==> src/rtl/autenticacao_requisitante.sv <==
// Sequential front end for the combinational authentication comparator.
// Shifts a credential in serially, presents it to the comparator for one
// strobe cycle, registers the resulting level as a held grant, and counts
// consecutive failures with a timed lockout.
// Optional build macro AUTH_TIMEOUT_EN: treats inactivity during entry as a
// failed attempt.
//
// state     | meaning
// ----------+--------------------------------------------------------------
// S_IDLE    | waiting for the first bit; a bare submit counts as a failure
// S_SHIFT   | collecting credential bits (up to CODE_W, extras dropped)
// S_PRESENT | code_out stable, code_strobe high, aut_in captured
// S_CHECK   | captured level decides grant or failure
// S_GRANTED | grant held until abort (logout)
// S_LOCKED  | all inputs ignored for LOCK_CYCLES cycles
module autenticacao_requisitante #(
  parameter int CODE_W         = 6,
  parameter int MAX_TRIES      = 3,
  parameter int LOCK_CYCLES    = 16,
  parameter int TIMEOUT_CYCLES = 64
) (
  input  logic              clk,
  input  logic              rst_n,
  input  logic              bit_in,
  input  logic              bit_valid,
  input  logic              submit,
  input  logic              abort,
  input  logic [2:0]        aut_in,
  output logic [CODE_W-1:0] code_out,
  output logic              code_strobe,
  output logic [2:0]        grant,
  output logic              granted,
  output logic              fail_pulse,
  output logic [3:0]        fail_cnt,
  output logic              locked,
  output logic              busy
);

  localparam int BCW = $clog2(CODE_W + 1);
  localparam int LCW = $clog2(LOCK_CYCLES);

  typedef enum logic [2:0] {
    S_IDLE, S_SHIFT, S_PRESENT, S_CHECK, S_GRANTED, S_LOCKED
  } state_t;

  state_t            state_q, state_d;
  logic [CODE_W-1:0] code_q, code_d;
  logic [BCW-1:0]    bit_cnt_q, bit_cnt_d;
  logic [2:0]        result_q, result_d;
  logic [2:0]        grant_q, grant_d;
  logic [3:0]        fail_cnt_q, fail_cnt_d;
  logic [LCW-1:0]    lock_cnt_q, lock_cnt_d;
  logic              fail_pulse_q, fail_pulse_d;
  logic              do_fail;
  logic              timeout_hit;
  logic [3:0]        fail_inc;

  // Failure count after one more failed attempt, saturating at MAX_TRIES.
  assign fail_inc = (fail_cnt_q >= 4'(MAX_TRIES)) ? 4'(MAX_TRIES) : fail_cnt_q + 4'd1;

`ifdef AUTH_TIMEOUT_EN
  localparam int TW = $clog2(TIMEOUT_CYCLES);
  logic [TW-1:0] idle_cnt_q, idle_cnt_d;
  logic          bit_accept;

  assign bit_accept  = bit_valid && (bit_cnt_q < BCW'(CODE_W)) && !abort && !submit;
  assign timeout_hit = (state_q == S_SHIFT) && (idle_cnt_q == TW'(TIMEOUT_CYCLES - 1));

  // Inactivity counter: runs only in SHIFT, restarts on every accepted bit.
  always_comb begin
    idle_cnt_d = '0;
    if (state_q == S_SHIFT && !bit_accept) idle_cnt_d = idle_cnt_q + 1'b1;
  end

  // Inactivity counter register.
  always_ff @(posedge clk or negedge rst_n) begin
    if (!rst_n) idle_cnt_q <= '0;
    else        idle_cnt_q <= idle_cnt_d;
  end
`else
  logic unused_timeout_cfg;
  assign unused_timeout_cfg = (TIMEOUT_CYCLES > 0);
  assign timeout_hit        = 1'b0;
`endif

  // Next-state and datapath updates; every failure route funnels into do_fail.
  always_comb begin
    state_d      = state_q;
    code_d       = code_q;
    bit_cnt_d    = bit_cnt_q;
    result_d     = result_q;
    grant_d      = grant_q;
    fail_cnt_d   = fail_cnt_q;
    lock_cnt_d   = lock_cnt_q;
    fail_pulse_d = 1'b0;
    do_fail      = 1'b0;
    case (state_q)
      S_IDLE: begin
        if (bit_valid) begin
          code_d    = {code_q[CODE_W-2:0], bit_in};
          bit_cnt_d = BCW'(1);
          state_d   = S_SHIFT;
        end else if (submit) begin
          do_fail = 1'b1;
        end
      end
      S_SHIFT: begin
        if (abort) begin
          code_d    = '0;
          bit_cnt_d = '0;
          state_d   = S_IDLE;
        end else if (submit) begin
          if (bit_cnt_q == BCW'(CODE_W)) state_d = S_PRESENT;
          else                           do_fail = 1'b1;
        end else if (bit_valid && bit_cnt_q < BCW'(CODE_W)) begin
          code_d    = {code_q[CODE_W-2:0], bit_in};
          bit_cnt_d = bit_cnt_q + 1'b1;
        end else if (timeout_hit) begin
          do_fail = 1'b1;
        end
      end
      S_PRESENT: begin
        result_d = aut_in;
        state_d  = S_CHECK;
      end
      S_CHECK: begin
        code_d    = '0;
        bit_cnt_d = '0;
        if (result_q != 3'b000) begin
          grant_d    = result_q;
          fail_cnt_d = 4'd0;
          state_d    = S_GRANTED;
        end else begin
          do_fail = 1'b1;
        end
      end
      S_GRANTED: begin
        if (abort) begin
          grant_d = 3'b000;
          state_d = S_IDLE;
        end
      end
      S_LOCKED: begin
        if (lock_cnt_q == LCW'(LOCK_CYCLES - 1)) begin
          lock_cnt_d = '0;
          fail_cnt_d = 4'd0;
          state_d    = S_IDLE;
        end else begin
          lock_cnt_d = lock_cnt_q + 1'b1;
        end
      end
      default: state_d = S_IDLE;
    endcase

    if (do_fail) begin
      fail_pulse_d = 1'b1;
      code_d       = '0;
      bit_cnt_d    = '0;
      fail_cnt_d   = fail_inc;
      lock_cnt_d   = '0;
      state_d      = (fail_inc == 4'(MAX_TRIES)) ? S_LOCKED : S_IDLE;
    end
  end

  // State and datapath registers.
  always_ff @(posedge clk or negedge rst_n) begin
    if (!rst_n) begin
      state_q      <= S_IDLE;
      code_q       <= '0;
      bit_cnt_q    <= '0;
      result_q     <= 3'b000;
      grant_q      <= 3'b000;
      fail_cnt_q   <= 4'd0;
      lock_cnt_q   <= '0;
      fail_pulse_q <= 1'b0;
    end else begin
      state_q      <= state_d;
      code_q       <= code_d;
      bit_cnt_q    <= bit_cnt_d;
      result_q     <= result_d;
      grant_q      <= grant_d;
      fail_cnt_q   <= fail_cnt_d;
      lock_cnt_q   <= lock_cnt_d;
      fail_pulse_q <= fail_pulse_d;
    end
  end

  assign code_out    = code_q;
  assign code_strobe = (state_q == S_PRESENT);
  assign grant       = grant_q;
  assign granted     = (state_q == S_GRANTED);
  assign fail_pulse  = fail_pulse_q;
  assign fail_cnt    = fail_cnt_q;
  assign locked      = (state_q == S_LOCKED);
  assign busy        = (state_q != S_IDLE);

endmodule

==> config.mk <==
export PLATFORM = sky130hd
export DESIGN_NAME = autenticacao_requisitante
export DESIGN_NICKNAME = d
export VERILOG_FILES = /design/src/rtl/autenticacao_requisitante.sv
export SDC_FILE = /design/constraint.sdc
export NUM_CORES = 1
export LEC_CHECK = 0
export CAP_MARGIN = 20
export CORE_MARGIN = 2
export CORE_UTILIZATION = 50
export CTS_CLUSTER_DIAMETER = 50
export DETAILED_ROUTE_END_ITERATION = 8
export HOLD_SLACK_MARGIN = 0.06
export MAX_ROUTING_LAYER = met4
export PLACE_DENSITY = 0.89
export REMOVE_ABC_BUFFERS = 1
export SYNTH_ARGS = -nofsm -noshare
export SYNTH_HDL_FRONTEND = slang
export SYNTH_SLANG_ARGS = --single-unit
==> constraint.sdc <==
create_clock -name clk -period 3.7 [get_ports clk]
set_input_delay 0.555 -clock clk [delete_from_list [all_inputs] [get_ports clk]]
set_output_delay 0.555 -clock clk [all_outputs]
set_load 0.1 [all_outputs]
==> flow_metrics.tcl <==
set metrics [dict create \
    ant_nets 0 \
    antenna_found_initial 0 \
    initial_core_util 0.523 \
    drtPass1Iterations 4 \
    finalNonFillerCells 190 \
    core_region_area_um2 2760 \
    hold_viol_final 0 \
    nFillCells 227 \
    drcViolationCount 0 \
    vias 1107 \
    arrival_ps 2320 \
    yosysWarnings 0 \
    ys_seq_elements 27 \
    die_h_um 57.7 \
    antennaDiodeCount 0 \
    ys_seq_area_frac 0.469 \
    crit_fanout 12 \
    nNetsFinal 173 \
    cts_max_path_buffers 2 \
    final_util 0.627 \
    place_inst 186 \
    slew_headroom 0.343 \
    ios 27 \
    areaGrowthSynthToFinish_pct 20.0 \
    fp.dieW_um 57.7 \
    synth_cell_types 42 \
    wl_per_cell_um 15.5 \
    clock-sinks 27 \
    start_kind "flip-flop" \
    dieArea_um2 3330 \
    drive_gt1_frac 0.132 \
    skew_ps 3.70 \
    grt_overflow 0 \
    cp.required_ps 3140 \
    grt_util_all_layers 0.201 \
    first_iter_violations 27 \
    report.final.slew_viol_count 0 \
    synth.avg_cell_area_um2 10.7 \
    gp_congestion 0.888 \
    synth_flop_cell "dfrtp_1" \
    period_needed_ps 2880 \
    cts_buffers 3 \
    wl_um 2950 \
    grt_max_degree 23 \
    min_path_type "in -> async" \
    outcome "completed" \
    async_reset_ff_frac 1.00 \
    crit_type "reg -> out" \
    grt_pass1_wl_um 4950 \
    h-tree-depth 1 \
    cap_violations 0 \
    rsz0062_at_grt "false" \
    ctsHoldBuffers 0 \
    fin_setup_tns_ps 0 \
    fp-row-count 19 \
    synth_cells 135 \
    grt_pass1_vias 1068 \
    ff_latch_area_um2 676 \
    clock_latency_ps 320 \
    fin_crit_sh 0.778 \
    placedInstanceArea_um2 1700 \
    cts_tree "done" \
    postCtsResizedCells 0 \
    fmax_mhz 347 \
    final_area_um2 1730 \
    post_cts_buffers 0 \
    root_buffer "clkbuf_4" \
    synth_edf_count 0 \
    syn_area_um2 1440 \
    cp-end-kind "output port" \
    final_cell_mix "dfrtp_1, clkdlybuf4s50_1, nand2_1, a21oi_1, o21ai_0" \
    viasPerCell 5.83 \
    finalSetupViolCount 0 \
    multi_input_area_um2 686 \
    mostFrequentLayoutCell "dfrtp_1" \
    port_buffers 26 \
    dp_hpwl_um 2280 \
    path_clk_slew_ps 140 \
    worst_slew_pin_slew_ps 982 \
]
layout make-up:
| type | count | area share |
|---|---|---|
| inverter | 8 | 0.0203 |
| clock buffer | 4 | 0.0152 |
| multi-input combinational | 93 | 0.397 |
| timing repair buffer | 27 | 0.155 |
| tap | 31 | 0.0224 |
| sequential | 27 | 0.391 |
layer usage:
metal | track usage | routed length [um] | vias up
met1 | 0.257 | 1240 | 546
li1 | - | - | 529
met3 | 0.0491 | 131 | 4
met2 | 0.318 | 1530 | 28
met4 | 0.0598 | 45 | 0
met5 | - | 0 | -
Yosys cell counts, types with 2 or more instances:
| cell | count | share of area |
|---|---|---|
| a21oi_1 | 12 | 0.042 |
| a22o_1 | 7 | 0.043 |
| a31oi_1 | 2 | 0.0087 |
| and3_1 | 3 | 0.013 |
| buf_2 | 3 | 0.010 |
| buf_6 | 2 | 0.016 |
| clkbuf_1 | 2 | 0.0052 |
| dfrtp_1 | 27 | 0.47 |
| ha_1 | 4 | 0.035 |
| inv_1 | 7 | 0.018 |
| mux2_2 | 4 | 0.031 |
| mux2i_1 | 3 | 0.021 |
| nand2_1 | 13 | 0.034 |
| nand2b_1 | 3 | 0.013 |
| nor2_1 | 3 | 0.0078 |
| nor2b_1 | 4 | 0.017 |
| nor4_1 | 3 | 0.013 |
| o21ai_0 | 8 | 0.028 |
| xor2_1 | 2 | 0.012 |
final timing paths:
path                            depth (start not counted)  slack (ps)                       from                         to
worst max-delay path                                    2         820     state_q[1]$_DFFE_PN0P_                       busy
worst min-delay path                                    1         460                      rst_n    code_out[0]$_DFFE_PN0P_
worst max register to register                          4        1470     state_q[2]$_DFFE_PN0P_    code_out[4]$_DFFE_PN0P_
worst min register to register                          1         510  lock_cnt_q[3]$_DFFE_PN0N_  lock_cnt_q[3]$_DFFE_PN0N_
max in group asynchronous                               2        2810                      rst_n    fail_cnt[1]$_DFFE_PN0P_
min in group clk                                        1         510  lock_cnt_q[3]$_DFFE_PN0N_  lock_cnt_q[3]$_DFFE_PN0N_
per-stage QoR:
stage                     worst slack (ps)  hold WS, ps
final                                  822          457
after global routing                   745          462
after detailed placement               986          484
after CTS                              819          455
after global placement                1080          466
after floorplan                        126          259
worst max-delay path, stage by stage (launching register included):
cell and delay, ps:
dfrtp_1 530, or3_1 470, clkdlybuf4s50_1 1000
flip-flops by register name, summed over array words and instances, names as in the netlist:
name        flops
fail_cnt        4
result_q        3
code_out        6
lock_cnt_q      4
grant           3
bit_cnt_q       3
fail_pulse      1
state_q         3
kinds of logic after synthesis:
group	synth area share
AO/OA/AOI/OAI	0.213
AND/OR/NAND/NOR	0.154
flip-flops	0.469
XOR/XNOR	0.0122
multiplexers	0.0625
buffers and inverters	0.0556
adder cells (fa/ha/maj)	0.0347
Power is not shown: default switching activity piles up to over one toggle a cycle in this logic, so the estimate is an artifact.
